==> src/rtl/prog_load_ctrl.sv <==
// Program-load front end: debounced buttons, two-byte instruction entry into
// instruction memory, then single-step / free-run gating of the datapath clock.

module prog_load_debounce #(
    parameter int DEBOUNCE_CYCLES = 4
) (
    input  logic clk,
    input  logic reset,
    input  logic raw,
    output logic press
);
    localparam int CNT_W = $clog2(DEBOUNCE_CYCLES + 1);
    localparam logic [CNT_W-1:0] CNT_LAST = CNT_W'(DEBOUNCE_CYCLES - 1);

    logic             sync1_r;
    logic             sync2_r;
    logic             level_r;
    logic             press_r;
    logic [CNT_W-1:0] cnt_r;

    // Synchronize, require a run of differing samples before flipping, pulse on rising flips.
    always_ff @(posedge clk) begin
        if (!reset) begin
            sync1_r <= 1'b0;
            sync2_r <= 1'b0;
            level_r <= 1'b0;
            press_r <= 1'b0;
            cnt_r   <= {CNT_W{1'b0}};
        end else begin
            sync1_r <= raw;
            sync2_r <= sync1_r;
            press_r <= 1'b0;
            if (sync2_r == level_r) begin
                cnt_r <= {CNT_W{1'b0}};
            end else if (cnt_r == CNT_LAST) begin
                level_r <= sync2_r;
                cnt_r   <= {CNT_W{1'b0}};
                press_r <= sync2_r;
            end else begin
                cnt_r <= cnt_r + CNT_W'(1'b1);
            end
        end
    end

    assign press = press_r;
endmodule

module prog_load_ctrl #(
    parameter int DEBOUNCE_CYCLES = 4,
    parameter int ADDR_W          = 8,
    parameter int RUN_DIV         = 4
) (
    input  logic              clk,
    input  logic              reset,
    input  logic [7:0]        input_instruction,
    input  logic              button,
    input  logic              pc_butt,
    input  logic              run_sw,
    input  logic              halt_in,
    output logic              imem_we,
    output logic [ADDR_W-1:0] imem_addr,
    output logic [15:0]       imem_wdata,
    output logic              clk_enable,
    output logic              cpu_hold,
    output logic [15:0]       led_ins,
    output logic [2:0]        state_o
);
    typedef enum logic [2:0] {
        LOAD_HI = 3'd0,
        LOAD_LO = 3'd1,
        WRITE   = 3'd2,
        READY   = 3'd3,
        RUN     = 3'd4,
        STEP    = 3'd5,
        HALTED  = 3'd6
    } state_t;

    localparam int DIV_W = $clog2(RUN_DIV);
    localparam int CNT_W = ADDR_W + 1;
    localparam logic [DIV_W-1:0]  DIV_LAST  = DIV_W'(RUN_DIV - 1);
    localparam logic [ADDR_W-1:0] ADDR_LAST = {ADDR_W{1'b1}};
    localparam logic [15:0]       HALT_WORD = 16'hFFFF;

    // word_cnt needs one extra bit so a completely full memory still reads back correctly.
    function automatic logic [15:0] cnt_led(input logic [CNT_W-1:0] cnt);
        return 16'(cnt);
    endfunction

    state_t            state_r;
    logic [7:0]        hi_r;
    logic [ADDR_W-1:0] addr_r;
    logic [15:0]       wdata_r;
    logic [CNT_W-1:0]  wcnt_r;
    logic [DIV_W-1:0]  div_r;
    logic              we_r;
    logic              clk_en_r;
    logic              hold_r;
    logic [15:0]       led_r;
    logic [DIV_W-1:0]  div_next_s;
    logic              btn_press_s;
    logic              pc_press_s;

    prog_load_debounce #(.DEBOUNCE_CYCLES(DEBOUNCE_CYCLES)) u_btn_db (
        .clk   (clk),
        .reset (reset),
        .raw   (button),
        .press (btn_press_s)
    );

    prog_load_debounce #(.DEBOUNCE_CYCLES(DEBOUNCE_CYCLES)) u_pc_db (
        .clk   (clk),
        .reset (reset),
        .raw   (pc_butt),
        .press (pc_press_s)
    );

    // Free-run divider wraps at RUN_DIV-1.
    always_comb begin
        div_next_s = {DIV_W{1'b0}};
        if (div_r == DIV_LAST) begin
            div_next_s = {DIV_W{1'b0}};
        end else begin
            div_next_s = div_r + DIV_W'(1'b1);
        end
    end

    // Sequencer: load states, write strobe, then step/run gating until halt.
    always_ff @(posedge clk) begin
        if (!reset) begin
            state_r  <= LOAD_HI;
            hi_r     <= 8'h00;
            addr_r   <= {ADDR_W{1'b0}};
            wdata_r  <= 16'h0000;
            wcnt_r   <= {CNT_W{1'b0}};
            div_r    <= {DIV_W{1'b0}};
            we_r     <= 1'b0;
            clk_en_r <= 1'b0;
            hold_r   <= 1'b1;
            led_r    <= 16'h0000;
        end else begin
            we_r     <= 1'b0;
            clk_en_r <= 1'b0;
            case (state_r)
                LOAD_HI: begin
                    if (btn_press_s) begin
                        hi_r    <= input_instruction;
                        state_r <= LOAD_LO;
                        led_r   <= {input_instruction, input_instruction};
                    end else begin
                        led_r <= {hi_r, input_instruction};
                    end
                end
                LOAD_LO: begin
                    led_r <= {hi_r, input_instruction};
                    if (btn_press_s) begin
                        wdata_r <= {hi_r, input_instruction};
                        we_r    <= 1'b1;
                        state_r <= WRITE;
                    end
                end
                WRITE: begin
                    wcnt_r <= wcnt_r + CNT_W'(1'b1);
                    if (wdata_r == HALT_WORD || addr_r == ADDR_LAST) begin
                        state_r <= READY;
                        addr_r  <= {ADDR_W{1'b0}};
                        hold_r  <= 1'b0;
                        led_r   <= cnt_led(wcnt_r + CNT_W'(1'b1));
                    end else begin
                        state_r <= LOAD_HI;
                        addr_r  <= addr_r + ADDR_W'(1'b1);
                        led_r   <= {hi_r, input_instruction};
                    end
                end
                READY, HALTED: begin
                    if (btn_press_s) begin
                        state_r <= LOAD_HI;
                        addr_r  <= {ADDR_W{1'b0}};
                        wcnt_r  <= {CNT_W{1'b0}};
                        hi_r    <= 8'h00;
                        hold_r  <= 1'b1;
                        led_r   <= {8'h00, input_instruction};
                    end else if (state_r == READY && run_sw) begin
                        state_r <= RUN;
                        div_r   <= {DIV_W{1'b0}};
                    end else if (state_r == READY && pc_press_s) begin
                        state_r  <= STEP;
                        clk_en_r <= 1'b1;
                    end
                end
                STEP: begin
                    state_r <= halt_in ? HALTED : READY;
                end
                RUN: begin
                    if (halt_in) begin
                        state_r <= HALTED;
                    end else if (!run_sw) begin
                        state_r <= READY;
                    end else begin
                        div_r    <= div_next_s;
                        clk_en_r <= (div_next_s == DIV_LAST);
                    end
                end
                default: begin
                    state_r <= LOAD_HI;
                    addr_r  <= {ADDR_W{1'b0}};
                    hold_r  <= 1'b1;
                end
            endcase
        end
    end

    assign imem_we    = we_r;
    assign imem_addr  = addr_r;
    assign imem_wdata = wdata_r;
    // A halt seen in the pulse cycle itself cancels that pulse.
    assign clk_enable = clk_en_r && !(state_r == RUN && halt_in);
    assign cpu_hold   = hold_r;
    assign led_ins    = led_r;
    assign state_o    = state_r;
endmodule
==> config.mk <==
export PLATFORM = sky130hd
export DESIGN_NAME = prog_load_ctrl
export DESIGN_NICKNAME = d
export VERILOG_FILES = /design/src/rtl/prog_load_ctrl.sv
export SDC_FILE = /design/constraint.sdc
export NUM_CORES = 1
export LEC_CHECK = 0
export CORE_ASPECT_RATIO = 0.5
export CORE_UTILIZATION = 45
export CTS_CLUSTER_SIZE = 30
export DETAILED_ROUTE_END_ITERATION = 12
export GPL_TIMING_DRIVEN = 1
export PLACE_DENSITY = 0.71
export SLEW_MARGIN = 20
export SYNTH_ARGS = -nofsm -noshare
export SYNTH_HDL_FRONTEND = slang
export SYNTH_SLANG_ARGS = --single-unit
==> constraint.sdc <==
create_clock -name clk -period 2.05 [get_ports clk]
set_input_delay 0.41 -clock clk [delete_from_list [all_inputs] [get_ports clk]]
set_output_delay 0.41 -clock clk [all_outputs]
set_load 0.01 [all_outputs]
==> metrics.md, run 1 <==
| Metric | Value |
|---|---|
| Largest net degree at the start of global routing | 31 |
| Syn Inst Count | 422 |
| Leakage | 0.00173 µW |
| Drt total wl | 8.59 mm |
| Highest clock rate | 0.518 GHz |
| Count leader, synth | dfxtp_1 |
| Number of synthesized flops with an enable pin | 0 |
| CTS root buf | clkbuf_16 |
| Share of layout cells above drive strength 1 | 0.105 |
| Core ar. | 7600 µm² |
| DP Wirelength | 6.08 mm |
| Final min period | 1930 ps |
| Worst path top cell family by delay | buffers and inverters |
| CTS Hold Bufs | 0 |
| Worst-path clk slew | 50 ps |
| H-tree depth | 3 |
| Yosys top cell by area | dfxtp_1 |
| Layout Area Growth over Synthesis | 29.9% |
| PwrDens | 693 nW/µm² |
| # fillers | 677 |
| Async set-reset flop share out of synthesis | 0 |
| Commonest register cell after synthesis | dfxtp_1 |
| Setup CP Type | reg -> out |
| Routed met2 length | 3.66 mm |
| Worst path required time | 1640 ps |
| Slew Limit Fails | 0 |
| Unrepaired setup endpoints after global routing | no |
| Via density per instance | 5.32 |
| Startpoint types | flip-flop |
| First-pass GRT wire length | 14.1 mm |
| Gr ovfl total | 0 |
| N_diodes | 0 |
| Peak supply drop | 0.492 mV |
| IO buf count | 59 |
| Yosys warnings | 0 |
| Min-delay worst type | reg -> reg |
| Wl on met1 | 4.28 mm |
| Mapped Nets | 444 |
| Syn_area_per_cell | 8.68 µm² |
| Synth cell count leaders | dfxtp_1 (79), nand2_1 (54), nor2_1 (33), a21oi_1 (24), o21ai_0 (23) |
| Total vias in the final route | 3,200 |
| DRC | 0 |
| Max-Slew Margin vs Limit | 0.715 |
| GRT Total Usage | 0.222 |
| Clock buffer depth | 2 |
| Critical Path Sink Type | primary output |
| Rows | 22 |
| Die width | 130 µm |
| Top Layer Used | met4 |
| WL/cell | 14.3 µm |
| Final clock skew | 2.81 ps |
| Final TNS setup | 0 ps |
| # placed instances | 585 |
| Initial core utilization | 0.482 |
| Critical path cell sequence | buf_6, clkdlybuf4s50_1 |
| Worst slew pin tran | 427 ps |
| WL met3 | 589 µm |
| Slowest-stage cell, CP | clkdlybuf4s50_1 |
| Placer congestion estimate | 0.856 |
| Number of synthesized register bits | 79 |
| Final Hold Viols | 0 |
| Antenna viol nets, final | 0 |
| Initial antenna violation count | 0 |
| Die height | 65.8 µm |
| Yosys top cell area share | 0.432 |
| Worst skew pair latency | 330 ps |
| Sequential area share after synthesis | 0.432 |
| Pre-antenna DRT Iters | 4 |
| Total Die Area | 8520 µm² |
| Status | finished clean |
| Crit-path max cell delay | 580 ps |
| Synth Cell Area | 3660 µm² |
| Max_cap viols | 0 |
| CP Buf/Inv Count | 2 |
| Vias in the first global route | 2,796 |
| Num Clock Sinks | 79 |
| Post-synthesis cell type count | 55 |
| I/O pin count | 60 |
| Finished Layout Cells | 602 |
| # nets final | 511 |
| Critical path arrival | 1520 ps |
| First DRT Iteration DRCs | 236 |
| Total CTS buffers | 9 |
| Main area contributors after synthesis | dfxtp_1 (43%), nand2_1 (5.5%), a21boi_0 (4.5%) |
| Tcrit/Tclk final | 0.942 |
| CTS tree | built |
| Critical path fanouts, max | 18 |
| Setup violators final | 0 |
==> state kept, by name, summed over array words and instances (netlist names), 2 cells and up <==
| signal | flops |
|---|---|
| hi_r | 8 |
| imem_wdata | 16 |
| wcnt_r | 9 |
| div_r | 2 |
| u_btn_db.cnt_r | 3 |
| state_o | 3 |
| u_pc_db.cnt_r | 3 |
| imem_addr | 8 |
| led_ins | 16 |
==> metrics by stage <==
stage / hold slack [ps] / power (µW) / utilization / setup slack (ps) / area (µm²)
after floorplan: 399 / 1640 / - / 422 / 3660
after global placement: 413 / 1710 / 0.581 / 50.1 / 4420
after detailed placement: 418 / 1710 / 0.581 / 50.3 / 4420
after CTS: 426 / 3340 / 0.623 / 37.3 / 4730
after global routing: 448 / 3420 / 0.626 / 39.0 / 4760
final: 417 / 3300 / 0.626 / 120 / 4760
==> power breakdown <==
part	internal [µW]	switching [µW]
Clock	1040	587
Sequential	1550	6.31
Combinational	60.4	57.0
==> repair_timing <==
item,CTS,global route
endpoints found under the hold margin,0,0
resized for setup,3,4
buffers inserted,0,1
pin swaps,0,1
endpoints found under the setup margin,1,4
==> worst register-to-register path: stages (launching register included) <==
cell	delay, ps
dfxtp_1	360
nand4_1	190
nor4_4	460
o21ai_1	210
buf_4	230
o311ai_0	350
==> cells by family (layout without fill, tap and decap cells) <==
logic type | after synthesis | in the layout | share of synthesized area
muxes | 13 | 13 | 0.0355
buffers and inverters | 32 | 104 | 0.0420
AOI/OAI and AO/OA | 106 | 106 | 0.186
and+or+nand+nor | 167 | 167 | 0.236
DFF | 79 | 79 | 0.432
adders and majority gates | 8 | 8 | 0.0273
xor gates and xnor gates | 17 | 17 | 0.0407
==> final timing paths <==
| kind | slack, ps | start | to | depth (start not counted) |
|---|---|---|---|---|
| setup reg to reg | 150 | imem_wdata[12] | led_ins[5] | 5 |
| hold reg to reg | 420 | u_btn_db.cnt_r[0] | u_btn_db.cnt_r[0] | 1 |
| setup / recovery | 120 | state_o[0] | state_o[0] | 2 |
| hold / removal | 420 | u_btn_db.cnt_r[0] | u_btn_db.cnt_r[0] | 1 |
==> metal layers <==
metal / global-route usage / vias to the layer above
met5: 0 / -
met4: 0.0785 / 0
met2: 0.316 / 83
met3: 0.0688 / 6
met1: 0.312 / 1491
li1: - / 1620
==> layout make-up <==
| type | instances | area [µm²] | area share |
|---|---|---|---|
| multi-input cells | 311 | 1940 | 0.407 |
| flip-flops and latches | 79 | 1590 | 0.334 |
| repair buffers | 79 | 754 | 0.159 |
| clock buffers | 13 | 270 | 0.0568 |
| well taps | 108 | 135 | 0.0284 |
| clock inverters | 3 | 40.0 | 0.00842 |
| inverters | 9 | 33.8 | 0.00710 |
==> cell usage in the layout, fill, tap and decap left out, types with 2 or more instances in the layout <==
cell type        count
ha_1                 8
nand2_1             54
o2bb2ai_1            2
nor2b_1             14
nand2b_1             2
and3_1               4
clkbuf_16            9
clkbuf_8             3
o21ai_1              3
nor2_2               2
nand4_1              9
or3_1                7
and2_1               9
xnor2_1              7
buf_4               18
a21oi_1             24
nand3_1              8
o21ai_0             23
a21boi_0            22
clkdlybuf4s50_1     57
or2_1                2
and4b_1              2
nor2_1              33
nand3b_1             3
nor3_1               6
o311ai_0             2
a22oi_1             10
inv_1                8
dfxtp_1             77
clkinv_2             2
mux2i_1             13
a31oi_1              6
o21a_1               3
xor2_1              10
o21ai_2              2
(Power assumes the default switching activity.)
==> run 2, diff against run 1 <==
Settings changed: CTS_CLUSTER_SIZE 30 to 20.
==> results of run 2 <==
Same layout as run 1: the final DEF is identical, and so are final timing and power.
==> run 3, diff against run 2 <==
Settings changed: MAX_ROUTING_LAYER set to met4.
==> metrics.md, run 3 (same netlist as run 1, synthesis figures left out) <==
| Metric | Value |
|---|---|
| Setup violators final | 0 (unchanged) |
| Gr ovfl total | 0 (unchanged) |
| Max-Slew Margin vs Limit | 0.716 (about the same) |
| Die width | 130 µm (unchanged) |
| I/O pin count | 60 (unchanged) |
| Via density per instance | 5.31 (-0.19%) |
| WL/cell | 14.2 µm (-0.20%) |
| Final Hold Viols | 0 (unchanged) |
| Share of layout cells above drive strength 1 | 0.105 (unchanged) |
| PwrDens | 693 nW/µm² (about the same) |
| Layout Area Growth over Synthesis | 29.9% (unchanged) |
| Worst path top cell family by delay | buffers and inverters |
| Worst skew pair latency | 340 ps (about the same) |
| Leakage | 0.00173 µW (unchanged) |
| Critical path fanouts, max | 18 (unchanged) |
| Initial antenna violation count | 0 (unchanged) |
| Commonest cells after routing, fill and taps aside | dfxtp_1 (77), clkdlybuf4s50_1 (57), nand2_1 (54), nor2_1 (33), a21oi_1 (24) |
| H-tree depth | 3 (unchanged) |
| Startpoint types | flip-flop |
| CTS Hold Bufs | 0 (unchanged) |
| IO buf count | 59 (unchanged) |
| Die height | 65.8 µm (unchanged) |
| Most common cell after layout, fill and taps aside | dfxtp_1 |
| Worst-path clk slew | 50 ps (about the same) |
| Worst path required time | 1640 ps (about the same) |
| Reg2reg setup slack | 130 ps (-20 ps) |
| Tcrit/Tclk final | 0.939 (-0.00269) |
| DRC | 0 (unchanged) |
| Min-delay worst type | reg -> reg |
| Slew Limit Fails | 0 (unchanged) |
| Status | finished clean |
| Highest clock rate | 0.520 GHz (+0.29%) |
| Routed met2 length | 3.61 mm (-1.4%) |
| Rows | 22 (unchanged) |
| Max_cap viols | 0 (unchanged) |
| Vias in the first global route | 2,790 (-0.21%) |
| Min-Delay Endpoint | u_btn_db.cnt_r[0] |
| Initial core utilization | 0.482 (unchanged) |
| Pre-antenna DRT Iters | 4 (unchanged) |
| WL met3 | 512 µm (-13%) |
| Unrepaired setup endpoints after global routing | no |
| Final min period | 1920 ps (-5.51 ps) |
| Total Die Area | 8520 µm² (unchanged) |
| Crit-path max cell delay | 580 ps (about the same) |
| Total vias in the final route | 3,194 (-0.19%) |
| First-pass GRT wire length | 14.1 mm (+0.24%) |
| CTS tree | built |
| Total CTS buffers | 9 (unchanged) |
| Critical Path Sink Type | primary output |
| CTS root buf | clkbuf_16 |
| Worst hold path startpoint | u_btn_db.cnt_r[0] |
| Top Layer Used | met4 |
| Final TNS setup | 0 ps (unchanged) |
| Antenna viol nets, final | 0 (unchanged) |
| N_diodes | 0 (unchanged) |
| Hold path depth | 1 (unchanged) |
| CP Buf/Inv Count | 2 (unchanged) |
| Worst r2r path cells | 5 (unchanged) |
| Num Clock Sinks | 79 (unchanged) |
| GRT Total Usage | 0.228 (+0.00665) |
| First DRT Iteration DRCs | 279 (+18%) |
| Critical path arrival | 1510 ps (about the same) |
| FF-to-FF End | led_ins[5] |
| DP Wirelength | 6.08 mm (unchanged) |
| # nets final | 511 (unchanged) |
| Drt total wl | 8.58 mm (-0.20%) |
| Critical path cell sequence | buf_6, clkdlybuf4s50_1 |
| Placer congestion estimate | 0.870 (+1.6%) |
| Clock buffer depth | 2 (unchanged) |
| Wl on met1 | 4.35 mm (+1.7%) |
| RR Startpoint | imem_wdata[12] |
| Final clock skew | 3.89 ps (+1.08 ps) |
| Setup CP Type | reg -> out |
| Worst slew pin tran | 426 ps (-0.402 ps) |
| Core ar. | 7600 µm² (unchanged) |
| Largest net degree at the start of global routing | 31 (unchanged) |
| Fin util | 0.626 (unchanged) |
| Slowest-stage cell, CP | clkdlybuf4s50_1 |
| Peak supply drop | 0.492 mV (about the same) |
run 3: cell counts in the layout (fill, tap and decap cells not counted):
No cell type changed its count.
run 3: timing repair:
action / 4_1_cts / 5_1_grt
gates resized for setup: 3 / 4
endpoints found under the setup margin: 1 / 6
setup buffers: 0 / 1
pin swaps: 0 / 1
run 3: power by group:
part	internal [µW]	leakage [µW]	switching [µW]
clock network	1040	0.000156	586
registers	1550	0.000641	6.31
logic	60.4	0.000933	57.3
run 3: area by class of cell:
type | instances | area [µm²]
tap | 108 | 135
sequential | 79 | 1590
inverter | 9 | 33.8
clock inverter | 3 | 40.0
fill | 677 | 2840
clock buffer | 13 | 270
multi-input combinational | 311 | 1940
timing repair buffer | 79 | 754
run 3: worst max-delay path by stage:
stage	slack [ps]	startpoint	to	depth (start not counted)
after CTS	40	halt_in	clk_enable	4
after floorplan	420	state_o[1]	led_ins[10]	8
final	130	state_o[0]	state_o[0]	2
after global routing	40	imem_wdata[12]	led_ins[5]	5
after detailed placement	50	halt_in	clk_enable	4
after global placement	50	halt_in	clk_enable	4
run 3: worst register-to-register path: cells and delay by family, from the launching register on:
kind,cells,cell delay [ps]
AOI/OAI and AO/OA,2,560
DFF,1,360
and+or+nand+nor,2,660
buffers and inverters,1,230
run 3: per-layer routing:
metal  global-route usage  up-vias
li1                     -     1620
met1                0.314     1489
met2                0.316       76
met3               0.0672        9
met4               0.0785        0
met5                    -        -
run 3: stage by stage:
stage          cells  total power, µW  area [µm²]  setup WS, ps  hold WS (ps)
4_1_cts          601             3340        4730          37.3           426
2_1_floorplan    422             1640        3660           422           399
5_1_grt          602             3420        4760          39.0           448
3_5_place_dp     585             1710        4420          50.3           418
3_3_place_gp     585             1710        4420          50.1           413
6_report         602             3300        4760           125           417
